### config.mk
export PLATFORM = sky130hd
export DESIGN_NAME = tft_pattern_ctrl
export DESIGN_NICKNAME = d
export VERILOG_FILES = /design/src/rtl/tft_pkg.sv /design/src/rtl/bl_pwm.sv /design/src/rtl/tft_pattern_ctrl.sv
export SDC_FILE = /design/constraint.sdc
export NUM_CORES = 1
export LEC_CHECK = 0
export ABC_AREA = 1
export BUFFER_PORTS_ARGS = -buffer_cell sky130_fd_sc_hd__buf_2
export CORE_MARGIN = 2
export CORE_UTILIZATION = 60
export DETAILED_ROUTE_END_ITERATION = 10
export PLACE_DENSITY = 0.77
export SLEW_MARGIN = 20
export SYNTH_ARGS = -nofsm -noshare
export SYNTH_HDL_FRONTEND = slang
export SYNTH_SLANG_ARGS = --single-unit
### constraint.sdc
create_clock -name clk_9m -period 2.2 [get_ports clk_9m]
set_input_delay 0.22 -clock clk_9m [delete_from_list [all_inputs] [get_ports clk_9m]]
set_output_delay 0.22 -clock clk_9m [all_outputs]
set_load 0.005 [all_outputs]
### src/rtl/tft_pkg.sv
// Shared definitions for the 480x272 TFT colour-bar path:
// sequencer state encoding, PWM ceiling, panel timing constants and
// small arithmetic helpers used by tft_pattern_ctrl.
package tft_pkg;

  typedef enum logic [1:0] {
    S_OFF  = 2'd0,
    S_FADE = 2'd1,
    S_RUN  = 2'd2
  } state_t;

  localparam logic [7:0] PWM_MAX = 8'd255;

  // Panel timing totals shared with tft_ctrl (pixels per line, lines per frame).
  localparam int H_TOTAL = 525;
  localparam int V_TOTAL = 286;

  // Next pattern index, wrapping to 0 after the last pattern.
  function automatic logic [2:0] next_pat(input logic [2:0] cur, input logic [2:0] last);
    logic [2:0] nxt;
    if (cur == last) begin
      nxt = 3'd0;
    end else begin
      nxt = cur + 3'd1;
    end
    return nxt;
  endfunction

  // Duty increment saturating at PWM_MAX, using a 9-bit sum.
  function automatic logic [7:0] sat_add(input logic [7:0] duty, input logic [7:0] step);
    logic [8:0] sum;
    logic [7:0] res;
    sum = {1'b0, duty} + {1'b0, step};
    if (sum > {1'b0, PWM_MAX}) begin
      res = PWM_MAX;
    end else begin
      res = sum[7:0];
    end
    return res;
  endfunction

endpackage

### src/rtl/bl_pwm.sv
// Backlight PWM: free-running 8-bit counter (period 256 clocks) and a
// registered comparator output. duty 0 gives constant off, duty 255
// gives constant on.
module bl_pwm
  import tft_pkg::*;
(
  input  logic       clk,
  input  logic       rst_n,
  input  logic [7:0] duty,
  output logic       tft_bl
);

  logic [7:0] pwm_cnt;

  // Counter wraps 255->0; output compares the current count with duty.
  always_ff @(posedge clk or negedge rst_n) begin
    if (!rst_n) begin
      pwm_cnt <= 8'd0;
      tft_bl  <= 1'b0;
    end else begin
      pwm_cnt <= pwm_cnt + 8'd1;
      tft_bl  <= (duty == PWM_MAX) | (pwm_cnt < duty);
    end
  end

endmodule

### src/rtl/tft_pattern_ctrl.sv
// Frame-synchronous test-pattern sequencer and backlight owner.
// After reset the backlight stays off for START_FRAMES frames, then fades
// in by FADE_STEP per frame; once fully on, pattern changes happen only on
// frame ticks, from a pending key press or (with TFT_PAT_AUTO_EN defined)
// automatically every FRAMES_PER_PAT frames.
// Build option: `define TFT_PAT_AUTO_EN enables the automatic advance.
module tft_pattern_ctrl
  import tft_pkg::*;
#(
  parameter int PAT_NUM        = 4,
  parameter int FRAMES_PER_PAT = 120,
  parameter int START_FRAMES   = 2,
  parameter int FADE_STEP      = 4
) (
  input  logic       clk_9m,
  input  logic       sys_rst_n,
  input  logic       vsync,
  input  logic       key_next,
  output logic [2:0] pat_sel,
  output logic       tft_bl,
  output logic       run
);

  localparam logic [2:0] PAT_LAST   = 3'(PAT_NUM - 1);
  localparam logic [3:0] START_LAST = 4'(START_FRAMES - 1);
  localparam logic [7:0] STEP8      = 8'(FADE_STEP);

  // Elaboration-time parameter legality checks.
  if (PAT_NUM < 2 || PAT_NUM > 8) begin : g_bad_pat_num
    $error("PAT_NUM out of range 2..8");
  end
  if (FRAMES_PER_PAT < 1 || FRAMES_PER_PAT > 4095) begin : g_bad_frames_per_pat
    $error("FRAMES_PER_PAT out of range 1..4095");
  end
  if (START_FRAMES < 1 || START_FRAMES > 15) begin : g_bad_start_frames
    $error("START_FRAMES out of range 1..15");
  end
  if (FADE_STEP < 1 || FADE_STEP > 255) begin : g_bad_fade_step
    $error("FADE_STEP out of range 1..255");
  end

  state_t     state, state_nx;
  logic [7:0] duty, duty_nx;
  logic [3:0] start_cnt, start_cnt_nx;
  logic [2:0] pat_nx;
  logic       pend, pend_nx;
  logic       run_nx;
  logic       advance;
  logic       vsync_q, vsync_d;
  logic       frame_tick;
`ifdef TFT_PAT_AUTO_EN
  localparam logic [11:0] FPP_LAST = 12'(FRAMES_PER_PAT - 1);
  logic [11:0] frame_cnt, frame_cnt_nx;
`endif

  // vsync_q is the sampled vsync; the tick is high for the one cycle after
  // the first edge that sees vsync high.
  assign frame_tick = vsync_q & ~vsync_d;

  // Next-state and datapath decisions for the start/fade/run sequence.
  always_comb begin
    state_nx     = state;
    duty_nx      = duty;
    start_cnt_nx = start_cnt;
    pat_nx       = pat_sel;
    pend_nx      = pend;
    advance      = 1'b0;
`ifdef TFT_PAT_AUTO_EN
    frame_cnt_nx = frame_cnt;
`endif
    case (state)
      S_OFF: begin
        duty_nx = 8'd0;
        if (frame_tick) begin
          if (start_cnt == START_LAST) begin
            state_nx     = S_FADE;
            start_cnt_nx = 4'd0;
          end else begin
            start_cnt_nx = start_cnt + 4'd1;
          end
        end else begin
          start_cnt_nx = start_cnt;
        end
      end
      S_FADE: begin
        if (frame_tick) begin
          duty_nx = sat_add(duty, STEP8);
          if (duty_nx == PWM_MAX) begin
            state_nx = S_RUN;
          end else begin
            state_nx = S_FADE;
          end
        end else begin
          duty_nx = duty;
        end
      end
      S_RUN: begin
        duty_nx = PWM_MAX;
        if (frame_tick) begin
          advance = pend;
`ifdef TFT_PAT_AUTO_EN
          if (frame_cnt == FPP_LAST) begin
            advance = 1'b1;
          end else begin
            advance = pend;
          end
          if (advance) begin
            frame_cnt_nx = 12'd0;
          end else begin
            frame_cnt_nx = frame_cnt + 12'd1;
          end
`endif
        end else begin
          advance = 1'b0;
        end
        // A key on the tick cycle arms the following frame, not this one.
        if (key_next) begin
          pend_nx = 1'b1;
        end else if (frame_tick) begin
          pend_nx = 1'b0;
        end else begin
          pend_nx = pend;
        end
        if (advance) begin
          pat_nx = next_pat(pat_sel, PAT_LAST);
        end else begin
          pat_nx = pat_sel;
        end
      end
      default: begin
        state_nx = S_OFF;
        duty_nx  = 8'd0;
      end
    endcase
    run_nx = (state_nx == S_RUN);
  end

  // State and sequencer registers.
  always_ff @(posedge clk_9m or negedge sys_rst_n) begin
    if (!sys_rst_n) begin
      vsync_q   <= 1'b0;
      vsync_d   <= 1'b0;
      state     <= S_OFF;
      duty      <= 8'd0;
      start_cnt <= 4'd0;
      pat_sel   <= 3'd0;
      pend      <= 1'b0;
      run       <= 1'b0;
`ifdef TFT_PAT_AUTO_EN
      frame_cnt <= 12'd0;
`endif
    end else begin
      vsync_q   <= vsync;
      vsync_d   <= vsync_q;
      state     <= state_nx;
      duty      <= duty_nx;
      start_cnt <= start_cnt_nx;
      pat_sel   <= pat_nx;
      pend      <= pend_nx;
      run       <= run_nx;
`ifdef TFT_PAT_AUTO_EN
      frame_cnt <= frame_cnt_nx;
`endif
    end
  end

  bl_pwm u_bl_pwm (
    .clk    (clk_9m),
    .rst_n  (sys_rst_n),
    .duty   (duty),
    .tft_bl (tft_bl)
  );

endmodule

==> results of run 1 <==
logic make-up after synthesis:
kind of cell	after synthesis	synth area share [%]
xor+xnor	9	4.481
fa+ha+maj	16	11.38
buf+inv	37	8.748
simple gates	89	23.54
flops	30	42.67
compound gates	29	9.175
state kept, by name, summed over array words and instances, names as in the netlist:
| signal | cells |
|---|---|
| pend | 1 |
| u_bl_pwm.tft_bl | 1 |
| duty | 8 |
| start_cnt | 4 |
| pat_sel | 3 |
| vsync_q | 1 |
| vsync_d | 1 |
| state | 2 |
| u_bl_pwm.pwm_cnt | 8 |
| run | 1 |
critical path: stages (launching register included):
cell and delay [ns]:
dfrtp_1 0.50, inv_1 0.13, ha_1 0.34, nor2_1 0.11, nand2_1 0.06, nor2_1 0.17, nand4_4 0.14, nand3_1 0.09
nand2_1 0.05, nand2_1 0.06, nand2_1 0.06, o21ai_1 0.08
metrics by stage:
step                      total power [mW]  instances  utilization (%)  area (µm²)  setup WS, ns
final                                2.080        256            68.20        1897        0.3388
after detailed placement             1.734        246            65.32        1817        0.3699
after global routing                 2.271        256            68.20        1897        0.1539
after global placement               1.687        246            65.32        1817        0.4319
after CTS                            2.089        256            68.20        1897        0.3428
after floorplan                      1.519        210                -        1759        0.5800
cell usage in the layout (no fill, tap or decap), types with 5 or more instances in the layout:
| master | n |
|---|---|
| nor2_1 | 13 |
| buf_2 | 8 |
| inv_1 | 27 |
| dfrtp_1 | 30 |
| o21ai_0 | 7 |
| nand3_1 | 14 |
| a21oi_1 | 9 |
| nand2_1 | 46 |
| clkbuf_4 | 5 |
| inv_2 | 5 |
| ha_1 | 16 |
| nand4_1 | 5 |
| xor2_1 | 7 |
| o21ai_1 | 5 |
routing by layer:
| layer | GRT usage, % | share of wire [%] |
|---|---|---|
| met4 | 12.96 | 2.3 |
| met5 | 0 | 0 |
| met3 | 6.920 | 4.2 |
| met2 | 32.63 | 46 |
| met1 | 28.39 | 48 |
power groups by stage:
| stage | logic, mW | registers (mW) | clock network (mW) |
|---|---|---|---|
| floorplan | 0.729 | 0.790 | 0 |
| global placement | 0.860 | 0.827 | 0 |
| detailed placement | 0.898 | 0.836 | 0 |
| CTS | 0.905 | 0.826 | 0.358 |
| global route | 1.04 | 0.846 | 0.382 |
| finish | 0.907 | 0.824 | 0.349 |
worst paths after layout:
check,from,endpoint,slack (ns),cells after the start
max,duty[2],duty[4],0.34,11
min,key_next,pend,0.08,3
max in group asynchronous,sys_rst_n,state[1],1.33,2
min in group asynchronous,sys_rst_n,duty[5],0.43,2
max reg2reg,duty[2],duty[4],0.34,11
min reg2reg,vsync_q,vsync_d,0.38,0
final cells by class:
| type | count | area [µm²] |
|---|---|---|
| clock buffers | 7 | 55.05 |
| clock inverters | 1 | 5.005 |
| fillers | 229 | 884.6 |
| inverters | 33 | 125.1 |
| multi-input cells | 143 | 854.6 |
| flip-flops and latches | 30 | 750.7 |
| well taps | 31 | 38.79 |
| repair buffers | 11 | 67.56 |
synthesized netlist by cell type, types with 5 or more instances:
cell type,count
a21oi_1,9
dfrtp_1,30
inv_1,27
o21ai_1,5
nand2_1,46
o21ai_0,7
xor2_1,7
ha_1,16
nand4_1,5
nor2_1,13
inv_2,5
nand3_1,14
what timing repair did:
item	CTS	global route
hold buffers	2	0
hold endpoints to repair	31	0
buffers inserted	0	0
==> impl_metrics.csv, run 1 <==
group,metric,value,unit
power_and_ir_drop,internal-power,1.177,mW
power_and_ir_drop,irDropWorstVdd,0.0008152,V
place,globalplace.congestion,0.9085,
die,core,2781,µm²
synth,ys_seq_area_share,42.67,%
power_and_ir_drop,powerDensity,1097,nW/µm²
power_and_ir_drop,p_sw_share,43.43,%
place,hpwl,2348,µm
power_and_ir_drop,cellLeakagePower,1.013,nW
die,die-area,3381,µm²
detailed_routing,routedWlPerCell,12.38,µm
clock_tree,clock-root-buffer,"clkbuf_4",
die,floorplan.initialDensity,63.25,%
critical_path,critPathArrivalTime,2.13,ns
global_route,antenna_found_initial,0,
sta,setup_viol,0,
synth,postSynthCellCount,210,
worst_hold_path,hold_path.class,"in -> reg",
die,die_y,58.15,µm
sta,slew_viol_final,0,
synth,synthFlopType,"dfrtp_1",
critical_path,required,2.47,ns
synth,syn_avg_cell_area,8.377,µm²
layout,fin_nets,244,
sta,period_minus_slack,1.861,ns
synth,synth-async-reset-ratio,100.0,%
layout,drive_above_1_share,13.78,%
critical_path,cp-end-kind,"register",
power_and_ir_drop,switchingPower,0.9034,mW
detailed_routing,drtIter0Drc,65,
clock_tree,ctsResizeCount,0,
global_route,grt_pass1_vias,1321,
sta,rsz0062_at_grt,"false",
layout,area_growth,7.824,%
die,io-pin-count,9,
clock_tree,clock_latency,0.34,ns
detailed_routing,num_vias,1410,
critical_path,crit_fanout,9,
clock_tree,cts_tree,"done",
critical_path,start_kind,"register",
detailed_routing,drt_wl_total,3168,µm
synth,synth_cell_type_count,31,
clock_tree,cts_sinks,30,
detailed_routing,ant_nets,0,
synth,synthTopCellsByArea,"dfrtp_1, ha_1, nand2_1",
clock_tree,max-clock-path-buffers,2,
sta,timing.fmax,537.3,MHz
clock_tree,cts_buffers,5,
sta,maxSlewHeadroom,56.19,%
detailed_routing,dr.pass1.iters,4,
synth,synth_area,1759,µm²
place,io_buffers,8,
sta,setup_tns,0,ns
global_route,grt-ovfl-total,0,
clock_tree,path_clk_slew,0.09,ns
synth,yosysTopAreaCellShare,42.67,%
synth,synth_nets,230,
sta,holdWs,0.08429,ns
synth,synth_seq_cells,30,
synth,synth_edf_count,0,
global_route,grt_pass1_wl,5575,µm
global_route,track_usage,22.05,%
power_and_ir_drop,p_clk_share,16.8,%
sta,hold_viol_final,0,
synth,yosysWarnings,0,
die,fp.dieW,58.15,µm
status,status,"finished clean",
clock_tree,htree_num_levels,2,
layout,num_antenna_cells,0,
sta,period_share,84.60,%
detailed_routing,route.detailed.vias_per_inst,5.508,
power_and_ir_drop,combPwrFrac,43.6,%
power_and_ir_drop,pwr-share-seq,39.6,%
sta,tightestPinTransition,0.6571,ns
sta,clock_skew,0.004623,ns
detailed_routing,route.detailed.drc,0,
critical_path,critPathKind,"reg -> reg",
synth,synth_top_cell_by_area,"dfrtp_1",
job,maxCapViolations,0,
die,placementRows,19,
global_route,grt_start_max_net_pins,31,
(Power assumes the default switching activity.)
==> run 2, diff against run 1 <==
Settings changed: CORE_UTILIZATION 60 to 54, PLACE_DENSITY 0.77 to 0.73.
Clock period 2.2 ns to 1.6 ns, I/O delays scaled along.
==> impl_metrics.csv, run 2 (same netlist as run 1, synthesis figures left out) <==
group,metric,value,unit
status,status,"finished, violations left",
status,violations,"setup timing",
die,floorplan.initialDensity,57.15,%
layout,final_common_cell,"nand2_1",
critical_path,crit_fanout,5,
layout,most-common-layout-cells,"nand2_1, dfrtp_1, inv_1, buf_4, ha_1",
critical_path,critPathKind,"reg -> reg",
die,placementRows,20,
power_and_ir_drop,pwr-share-seq,35.4,%
clock_tree,clock_latency,0.34,ns
critical_path,reg2reg_to,"duty[4]",
layout,final_core_util,69.31,%
critical_path,cp.depth,11,
clock_tree,clock-root-buffer,"clkbuf_4",
layout,area_growth,21.27,%
detailed_routing,route.detailed.vias_per_inst,4.986,
critical_path,start_kind,"register",
worst_hold_path,hold_path.class,"in -> reg",
critical_path,timing.critical_path.buf_inv,1,
power_and_ir_drop,internal-power,1.848,mW
sta,tightestPinTransition,0.6568,ns
clock_tree,path_clk_slew,0.10,ns
detailed_routing,dr.pass1.iters,4,
power_and_ir_drop,irDropWorstVdd,0.0009005,V
critical_path,critPathArrivalTime,1.93,ns
clock_tree,cts_buffers,5,
power_and_ir_drop,totalPowerFinal,3.193,mW
detailed_routing,drtIter0Drc,88,
clock_tree,cts_sinks,30,
power_and_ir_drop,p_sw_share,42.11,%
die,core,3078,µm²
sta,timing.fmax,598.1,MHz
global_route,grt_pass1_vias,1326,
critical_path,crit_top_cell,"nand2_1",
sta,clock_skew,0.01766,ns
layout,drive_above_1_share,27.57,%
sta,maxSlewHeadroom,56.21,%
detailed_routing,ant_nets,0,
sta,hold_viol_final,0,
place,io_buffers,8,
layout,num_antenna_cells,0,
sta,slew_viol_final,0,
power_and_ir_drop,p_clk_share,14.8,%
die,fp.dieW,61.08,µm
clock_tree,max-clock-path-buffers,2,
place,placed_cell_area,1918,µm²
critical_path,r2r-start,"duty[3]",
sta,fin_ws,-0.07194,ns
job,maxCapViolations,0,
critical_path,ff2ff_setup_slack,-0.07,ns
clock_tree,htree_num_levels,2,
global_route,grt_start_max_net_pins,31,
sta,period_minus_slack,1.672,ns
critical_path,r2r_cells,11,
detailed_routing,num_vias,1431,
power_and_ir_drop,combPwrFrac,49.8,%
critical_path,required,1.85,ns
sta,setup_tns,-0.1741,ns
power_and_ir_drop,cellLeakagePower,1.117,nW
critical_path,cpPeakStageDelay,0.46,ns
layout,reg_top3,"duty: 8 flops, u_bl_pwm.pwm_cnt: 8 flops, start_cnt: 4 flops",
critical_path,critPathCapture,"duty[4]",
detailed_routing,drt_wl_total,3447,µm
sta,rsz0062_at_grt,"true",
detailed_routing,route.detailed.drc,0,
power_and_ir_drop,switchingPower,1.345,mW
critical_path,path_cells,"buf_6 -> ha_4 -> nor2_2 -> nand2_1 -> nor2_2 -> nand4_4 -> nand3_2 -> nand2_1 -> nand2_1 -> nand2_1 -> o21ai_1",
global_route,grt-ovfl-total,0,
clock_tree,cts_tree,"done",
sta,setup_viol,8,
critical_path,worst_path_max_delay_cell,"dfrtp_2",
sta,period_share,104.5,%
critical_path,cp-end-kind,"register",
layout,fin_nets,262,
power_and_ir_drop,powerDensity,1497,nW/µm²
die,die_y,61.08,µm
global_route,antenna_found_initial,0,
global_route,track_usage,20.33,%
die,die-area,3730,µm²
global_route,grt_pass1_wl,5554,µm
place,globalplace.congestion,0.9156,
layout,fin_area,2133,µm²
die,io-pin-count,9,
place,hpwl,2374,µm
critical_path,startpoint,"duty[3]",
detailed_routing,routedWlPerCell,12.01,µm
critical_path,cp_top_family,"simple AND/OR/NAND/NOR gates",
run 2: changes by cell type in the layout (fill, tap and decap cells not counted), sizes merged:
cell / previous run / this run
inv: 32 / 33
buf: 9 / 27
clkinv: 2 / 1
run 2: routing by layer:
layer	up-vias	global-route usage [%]	wire length, µm
met5	-	0	0
met4	0	8.385	61
met1	669	26.24	1614
met2	15	31.76	1681
li1	737	-	-
met3	10	6.303	90
run 2: timing repair:
item                                    CTS  global route
endpoints found under the hold margin    31             0
setup buffers                             3             4
gates resized for setup                   2            21
endpoints found under the setup margin    9            12
hold buffers                              2             0
pin swaps                                 2            14
run 2: power by group through the flow:
stage	clock, mW	sequential (mW)	combinational [mW]
after floorplan	0	1.09	1.00
after global placement	0	1.10	1.32
after detailed placement	0	1.12	1.36
after CTS	0.485	1.10	1.44
after global routing	0.525	1.15	1.81
final	0.471	1.13	1.59
run 2: worst reg2reg max path, delay by kind of cell (launching register included):
family	cells	cell delay, ns
AND/OR/NAND/NOR	8	0.73
flip-flops	1	0.46
AO/OA/AOI/OAI	1	0.08
adder cells (fa/ha/maj)	1	0.21
buffers and inverters	1	0.13
run 2: layout make-up:
class | count | area (µm²)
timing repair buffer | 29 | 217.7
clock buffer | 7 | 55.05
fill | 257 | 944.7
tap | 44 | 55.05
inverter | 33 | 126.4
sequential | 30 | 754.5
multi-input combinational | 143 | 919.6
clock inverter | 1 | 5.005
run 2: worst min-delay path by stage:
stage,start,to,depth (start not counted)
6_report,key_next,pend,3
2_1_floorplan,sys_rst_n,duty[0],0
4_1_cts,key_next,pend,3
3_3_place_gp,sys_rst_n,u_bl_pwm.pwm_cnt[4],1
3_5_place_dp,sys_rst_n,u_bl_pwm.pwm_cnt[1],1
5_1_grt,key_next,pend,3
run 2: metrics by stage:
stage	setup WS, ns	cells	hold WS [ns]
2_1_floorplan	0.008583	210	-0.1356
3_3_place_gp	0.01499	270	0.2214
3_5_place_dp	-0.05145	270	0.2339
4_1_cts	-0.01849	283	0.01863
5_1_grt	-0.1539	287	0.02435
6_report	-0.07194	287	0.02024
